===== src/rtl/alu_pkg.sv =====
// Shared ALU encodings and multiply-sequencer state type.
// Used by the ALU, the MUL sequencer and the execute-stage mux.
package alu_pkg;

    localparam logic [4:0] FS_AND = 5'b00000;
    localparam logic [4:0] FS_OR  = 5'b00100;
    localparam logic [4:0] FS_ADD = 5'b01000;
    localparam logic [4:0] FS_XOR = 5'b01100;
    localparam logic [4:0] FS_SHL = 5'b10000;
    localparam logic [4:0] FS_SHR = 5'b10100;

    localparam int ST_V = 3;
    localparam int ST_C = 2;
    localparam int ST_Z = 1;
    localparam int ST_N = 0;

    typedef enum logic [2:0] {
        S_IDLE,
        S_ADD,
        S_SHL,
        S_SHR,
        S_DONE
    } seq_state_t;

endpackage


===== src/rtl/alu_mul_sequencer_if.sv =====
// Request/response bundle of the shift-and-add MUL sequencer.
// master issues operands; slave is the sequencer.
interface alu_mul_sequencer_if #(
    parameter int WIDTH = 64
);
    logic             start;
    logic [WIDTH-1:0] mcand;
    logic [WIDTH-1:0] mplier;
    logic             busy;
    logic             done;
    logic [WIDTH-1:0] product;
    logic             carry_seen;

    modport master (
        output start, mcand, mplier,
        input  busy, done, product, carry_seen
    );

    modport slave (
        input  start, mcand, mplier,
        output busy, done, product, carry_seen
    );
endinterface


===== src/rtl/alu_mul_sequencer.sv =====
// Low-half unsigned multiply by sequencing the shared ALU (ADD/SHL/SHR).
// Optional macro MUL_EARLY_EXIT_EN: finish once the shifted multiplier is 0.
module alu_mul_sequencer
    import alu_pkg::*;
#(
    parameter int WIDTH = 64,
    parameter int CNT_W = 7
) (
    input  logic             clock,
    input  logic             reset,
    alu_mul_sequencer_if.slave bus,
    output logic             alu_sel,
    output logic [WIDTH-1:0] alu_a,
    output logic [WIDTH-1:0] alu_b,
    output logic [4:0]       alu_fs,
    input  logic [WIDTH-1:0] alu_f,
    input  logic [3:0]       alu_status
);

    seq_state_t       state, state_n;
    logic [WIDTH-1:0] acc, acc_n;
    logic [WIDTH-1:0] mc, mc_n;
    logic [WIDTH-1:0] mp, mp_n;
    logic [CNT_W-1:0] iter, iter_n;
    logic             carry_q, carry_n;
    logic             busy_w;
    logic             unused_status;

    assign unused_status = alu_status[ST_V] ^ alu_status[ST_N];

    // State and datapath registers; reset abandons any operation.
    always_ff @(posedge clock) begin
        if (reset) begin
            state   <= S_IDLE;
            acc     <= '0;
            mc      <= '0;
            mp      <= '0;
            iter    <= '0;
            carry_q <= 1'b0;
        end else begin
            state   <= state_n;
            acc     <= acc_n;
            mc      <= mc_n;
            mp      <= mp_n;
            iter    <= iter_n;
            carry_q <= carry_n;
        end
    end

    // Next state, ALU drive and result capture for each step.
    always_comb begin
        state_n = state;
        acc_n   = acc;
        mc_n    = mc;
        mp_n    = mp;
        iter_n  = iter;
        carry_n = carry_q;
        alu_a   = '0;
        alu_b   = '0;
        alu_fs  = FS_AND;
        unique case (state)
            S_IDLE: begin
                if (bus.start) begin
                    acc_n   = '0;
                    mc_n    = bus.mcand;
                    mp_n    = bus.mplier;
                    iter_n  = '0;
                    carry_n = 1'b0;
                    state_n = S_ADD;
                end
            end
            S_ADD: begin
                alu_fs  = FS_ADD;
                alu_a   = acc;
                alu_b   = mp[0] ? mc : '0;
                acc_n   = alu_f;
                carry_n = carry_q | alu_status[ST_C];
                state_n = S_SHL;
            end
            S_SHL: begin
                alu_fs  = FS_SHL;
                alu_a   = mc;
                alu_b   = WIDTH'(1);
                mc_n    = alu_f;
                state_n = S_SHR;
            end
            S_SHR: begin
                alu_fs  = FS_SHR;
                alu_a   = mp;
                alu_b   = WIDTH'(1);
                mp_n    = alu_f;
                iter_n  = iter + CNT_W'(1);
                if (iter == CNT_W'(WIDTH - 1)) begin
                    state_n = S_DONE;
`ifdef MUL_EARLY_EXIT_EN
                end else if (alu_status[ST_Z]) begin
                    state_n = S_DONE;
`endif
                end else begin
                    state_n = S_ADD;
                end
            end
            S_DONE: begin
                state_n = S_IDLE;
            end
            default: begin
                state_n = S_IDLE;
            end
        endcase
    end

    assign busy_w = (state == S_ADD) ||
                    (state == S_SHL) ||
                    (state == S_SHR);

    assign alu_sel        = busy_w;
    assign bus.busy       = busy_w;
    assign bus.done       = (state == S_DONE);
    assign bus.product    = acc;
    assign bus.carry_seen = carry_q;

endmodule

===== src/flat_wrapper.sv =====
// flat-port wrapper written by rule: the top's interface ports become plain ports
module alu_mul_sequencer_flat import alu_pkg::*;
#(
    parameter int WIDTH = 64,
    parameter int CNT_W = 7
)
  (clock, reset, alu_sel, alu_a, alu_b, alu_fs, alu_f, alu_status, bus_start, bus_mcand, bus_mplier, bus_busy, bus_done, bus_product, bus_carry_seen);
  alu_mul_sequencer_if #(.WIDTH(WIDTH)) bus_i ();
  input  logic clock;
  input  logic reset;
  output logic alu_sel;
  output logic [WIDTH-1:0] alu_a;
  output logic [WIDTH-1:0] alu_b;
  output logic [4:0] alu_fs;
  input  logic [WIDTH-1:0] alu_f;
  input  logic [3:0] alu_status;
  input wire logic [$bits(bus_i.start)-1:0] bus_start;
  input wire logic [$bits(bus_i.mcand)-1:0] bus_mcand;
  input wire logic [$bits(bus_i.mplier)-1:0] bus_mplier;
  output wire logic [$bits(bus_i.busy)-1:0] bus_busy;
  output wire logic [$bits(bus_i.done)-1:0] bus_done;
  output wire logic [$bits(bus_i.product)-1:0] bus_product;
  output wire logic [$bits(bus_i.carry_seen)-1:0] bus_carry_seen;
  assign bus_i.start = bus_start;
  assign bus_i.mcand = bus_mcand;
  assign bus_i.mplier = bus_mplier;
  assign bus_busy = bus_i.busy;
  assign bus_done = bus_i.done;
  assign bus_product = bus_i.product;
  assign bus_carry_seen = bus_i.carry_seen;
  alu_mul_sequencer #(.WIDTH(WIDTH), .CNT_W(CNT_W)) u_core (.clock(clock), .reset(reset), .bus(bus_i), .alu_sel(alu_sel), .alu_a(alu_a), .alu_b(alu_b), .alu_fs(alu_fs), .alu_f(alu_f), .alu_status(alu_status));
endmodule

===== config.mk =====
export PLATFORM = sky130hd
export DESIGN_NAME = alu_mul_sequencer_flat
export DESIGN_NICKNAME = d
export VERILOG_FILES = /design/src/rtl/alu_pkg.sv /design/src/rtl/alu_mul_sequencer_if.sv /design/src/rtl/alu_mul_sequencer.sv /design/src/flat_wrapper.sv
export SDC_FILE = /design/constraint.sdc
export NUM_CORES = 1
export LEC_CHECK = 0
export ABC_AREA = 1
export CAP_MARGIN = 20
export CELL_PAD_IN_SITES_DETAIL_PLACEMENT = 0
export CELL_PAD_IN_SITES_GLOBAL_PLACEMENT = 1
export CORE_MARGIN = 1.5
export CORE_UTILIZATION = 32
export CTS_CLUSTER_DIAMETER = 100
export CTS_CLUSTER_SIZE = 10
export DETAILED_ROUTE_END_ITERATION = 16
export GPL_ROUTABILITY_DRIVEN = 0
export PLACE_DENSITY = 0.82
export REMOVE_ABC_BUFFERS = 1
export SYNTH_ARGS = -nofsm -noshare
export SYNTH_HDL_FRONTEND = slang
export SYNTH_SLANG_ARGS = --single-unit

===== constraint.sdc =====
create_clock -name clock -period 2.78 [get_ports clock]
set_input_delay 0.417 -clock clock [delete_from_list [all_inputs] [get_ports clock]]
set_output_delay 0.417 -clock clock [all_outputs]
set_load 0.1 [all_outputs]

==> summary.md <==
After the first detailed-routing iteration, the DRC count stood at 753. Summed over all nets, the half-perimeter wirelength after detailed placement is 27.00 mm. STA classifies the critical path startpoint as a flop. In the final design database the tool counted 2141 nets.

The timing-limited maximum frequency is 372.9 MHz, and the effective utilization at floorplan is 32.61%. The overall routing resource usage is 24.01%. In this run the count of I/O pins placed on the die edge is 400. The first-pass GRT wire length was 63.89 mm.

For this run, global-route usage on met2 was measured as 40.67%. On the critical path the largest part of the delay comes from buffers and inverters. Global routing finished with a remaining overflow of 0. Setup repair after global routing left no endpoint under its margin. The CTS clock-pin slew for the worst setup and hold paths was 60 ps. The critical path is of the reg -> out type. The root buffer cell chosen for the clock tree is sky130_fd_sc_hd__clkbuf_16. The run gives 0 as the residual DRC count.

The core region is 0.03164 mm2. The first detailed-routing pass took 5 iterations. Max-cap violations in this run came to 0. TritonCTS built the clock tree.

For this design the static power due to leakage is 6.753 nW. For the final number of setup-violating endpoints, the log shows 0. The number of buffers created by CTS is 24, and the largest driver fanout on the critical path is 32. The slew at the pin with the worst max-slew slack is 937.7 ps, and the insertion delay to the later sink of the worst-skew pair is 520 ps. After synthesis, flip-flops and latches occupy 39.39% of the total area.

The layer flagged by global routing as most heavily used is met2. The run gives 0 as the number of nets with antenna violations after routing. STA puts the critical path data arrival time at 2260 ps. Once placement finished, the instance area stood at 0.01586 mm2.

The floorplan step defined a die boundary enclosing 0.03333 mm2. In this run the horizontal extent of the chip is 182.6 um. The number of global-route vias before repair was 11.47k.

The tools report the highest ir drop seen on vdd as 481.9 uV. Setup slack on the critical path of the routed design comes to 98.39 ps. The area growth from synthesis to layout is 60.39%. Dividing the final minimum period by the clock period gives 96.46%.

Cell repeated most along the worst path: sky130_fd_sc_hd__buf_12. Die height: 182.6 um. Dividing total power by cell area gives a power density of 586.8 mW/mm2. The post-route netlist has 14.43% of its cells at a drive strength greater than 1. Dividing the synthesized area by the synthesized cell count gives 6.396 um2.

The worst pin sits at a relative slew slack of 37.49%. On the worst path, the slowest cell contributes a delay of 390 ps. The most common library cell in the layout ignoring fill and taps is sky130_fd_sc_hd__nor2_1. For the H-tree depth, the log shows 1. For the final count of hold timing violations, the log shows 0.

The average wire per standard cell is 17.46 um. For the initial antenna violation count, the log shows 6. The number of vias per cell was 5.038; the overall routed net length was 40.97 mm.

For this run, the number of Yosys warnings is 0. The run gives 4.350% as the met3 layer usage reported by global route. The row count is 65, and the number of buffers added to fix hold violations after cts is 0. The largest individual stage delay along the critical path comes from the cell sky130_fd_sc_hd__dfxtp_1.

The run gives 24.73 ps as the worst-case clock skew. The overall power came out at 9.711 mW. In this run the worst hold path is classified as in -> reg. The number of buffers inserted by port buffering works out to 394. The detailed router placed 11.82k vias in this run. Synthesis produced a netlist whose cell count is 1613.

Met1 global-route usage: 31.03%. The pin count of the biggest net entering global routing came out at 84. The flow ran to the end, and the final reports show no timing, DRC or antenna violations. Leaving out fill and tap cells, the most frequent cells in the layout are sky130_fd_sc_hd__nor2_1, sky130_fd_sc_hd__nand2_1, sky130_fd_sc_hd__dfxtp_1.

Post-synthesis instance area: 0.01032 mm2. At the placement stage, the worst setup path has a slack of 426.1 ps. The logs give 0 for the max-slew violation count and 203 for the total number of clock tree sinks. STA classifies the critical path endpoint as an output pin. After routing the design area is 0.01655 mm2.

In this run the deepest clock path goes through 3 buffers. Synthesis instantiated 25 different standard cells from the library. The clock period could shrink to 2682 ps.

Traced cell by cell, the critical path runs through nor2_4 > nand2_4 > buf_12 > buf_12 > o21ai_0 > buf_12. The critical path contains buffers and inverters numbering 3 combined. At the worst endpoint, the required time is 2360 ps.

The flop and latch count out of synthesis is 203. For the post-layout utilization of the core, the log shows 52.31%.
cells by family after synthesis:
family | synth area share (%)
adders and majority gates | 0.1213
DFF | 39.39
other | 0.03635
buffers and inverters | 11.96
and+or+nand+nor | 28.38
AOI/OAI and AO/OA | 20.12
final cells by class:
cell class | instances | area (um2)
fillers | 3034 | 15090
repair buffers | 433 | 5588
clock inverters | 1 | 8.758
multi-input cells | 1104 | 5085
well taps | 402 | 503.0
diodes | 4 | 10.01
clock buffers | 25 | 625.6
flip-flops and latches | 203 | 4066
inverters | 175 | 661.9
state kept, by name (all words and copies together) (netlist names):
name / count
u_core.iter: 7
u_core.bus.carry_seen: 1
u_core.bus.product: 64
u_core.state: 3
u_core.mc: 64
u_core.mp: 64
path summary, 6_finish.rpt:
path	start	end	slack (ps)	depth (start not counted)
worst max-delay path	u_core.state[2]	alu_a[8]	100	6
worst min-delay path	reset	u_core.mp[46]	340	2
worst max register to register	u_core.state[2]	u_core.mc[43]	950	6
worst min register to register	u_core.mp[29]	u_core.mp[29]	480	2
metrics by stage:
| step | std cells | hold slack (ps) | setup TNS, ps |
|---|---|---|---|
| after global placement | 2316 | 465.1 | 0 |
| after detailed placement | 2316 | 473.3 | 0 |
| after CTS | 2343 | 320.0 | 0 |
| after global routing | 2347 | 353.3 | 0 |
| final | 2347 | 343.8 | 0 |
| after floorplan | 1482 | 455.4 | -789520 |
report_power, final:
part | switching (mW) | internal, mW | leakage (nW)
registers | 0.173 | 3.21 | 1.67
clock network | 1.21 | 1.57 | 0.313
logic | 2.42 | 1.13 | 4.77
total | 3.80 | 5.91 | 6.75
repair_timing:
item                                   in CTS  in global routing
buffers inserted                            0                  0
setup endpoints to repair                  29                  8
pin swaps                                   0                  0
endpoints found under the hold margin       0                  0
gates resized for setup                     5                  1
cloned                                      1                  0
cell usage after synthesis, drive strengths merged:
library cell | number | share of area [%]
clkbuf | 66 | 2.4
nor3 | 62 | 3.0
buf | 66 | 3.2
nand2 | 242 | 8.8
o31ai | 1 | 0.073
nand3 | 109 | 5.3
ha | 1 | 0.12
o211ai | 41 | 3.0
nor2 | 302 | 11
clkinv | 1 | 0.036
a22oi | 20 | 1.5
nor3b | 1 | 0.073
o21ai | 183 | 8.9
dfxtp | 203 | 39
o221ai | 1 | 0.085
inv | 174 | 6.3
conb | 1 | 0.036
nand4 | 2 | 0.12
a21oi | 137 | 6.6
routing by layer:
metal	share of wire, %	routed length, um
met2	47	19270
met4	2.6	1056
met1	43	17670
met3	7.2	2956
met5	0.032	13
No activity file was read; power rests on OpenSTA's default activity.
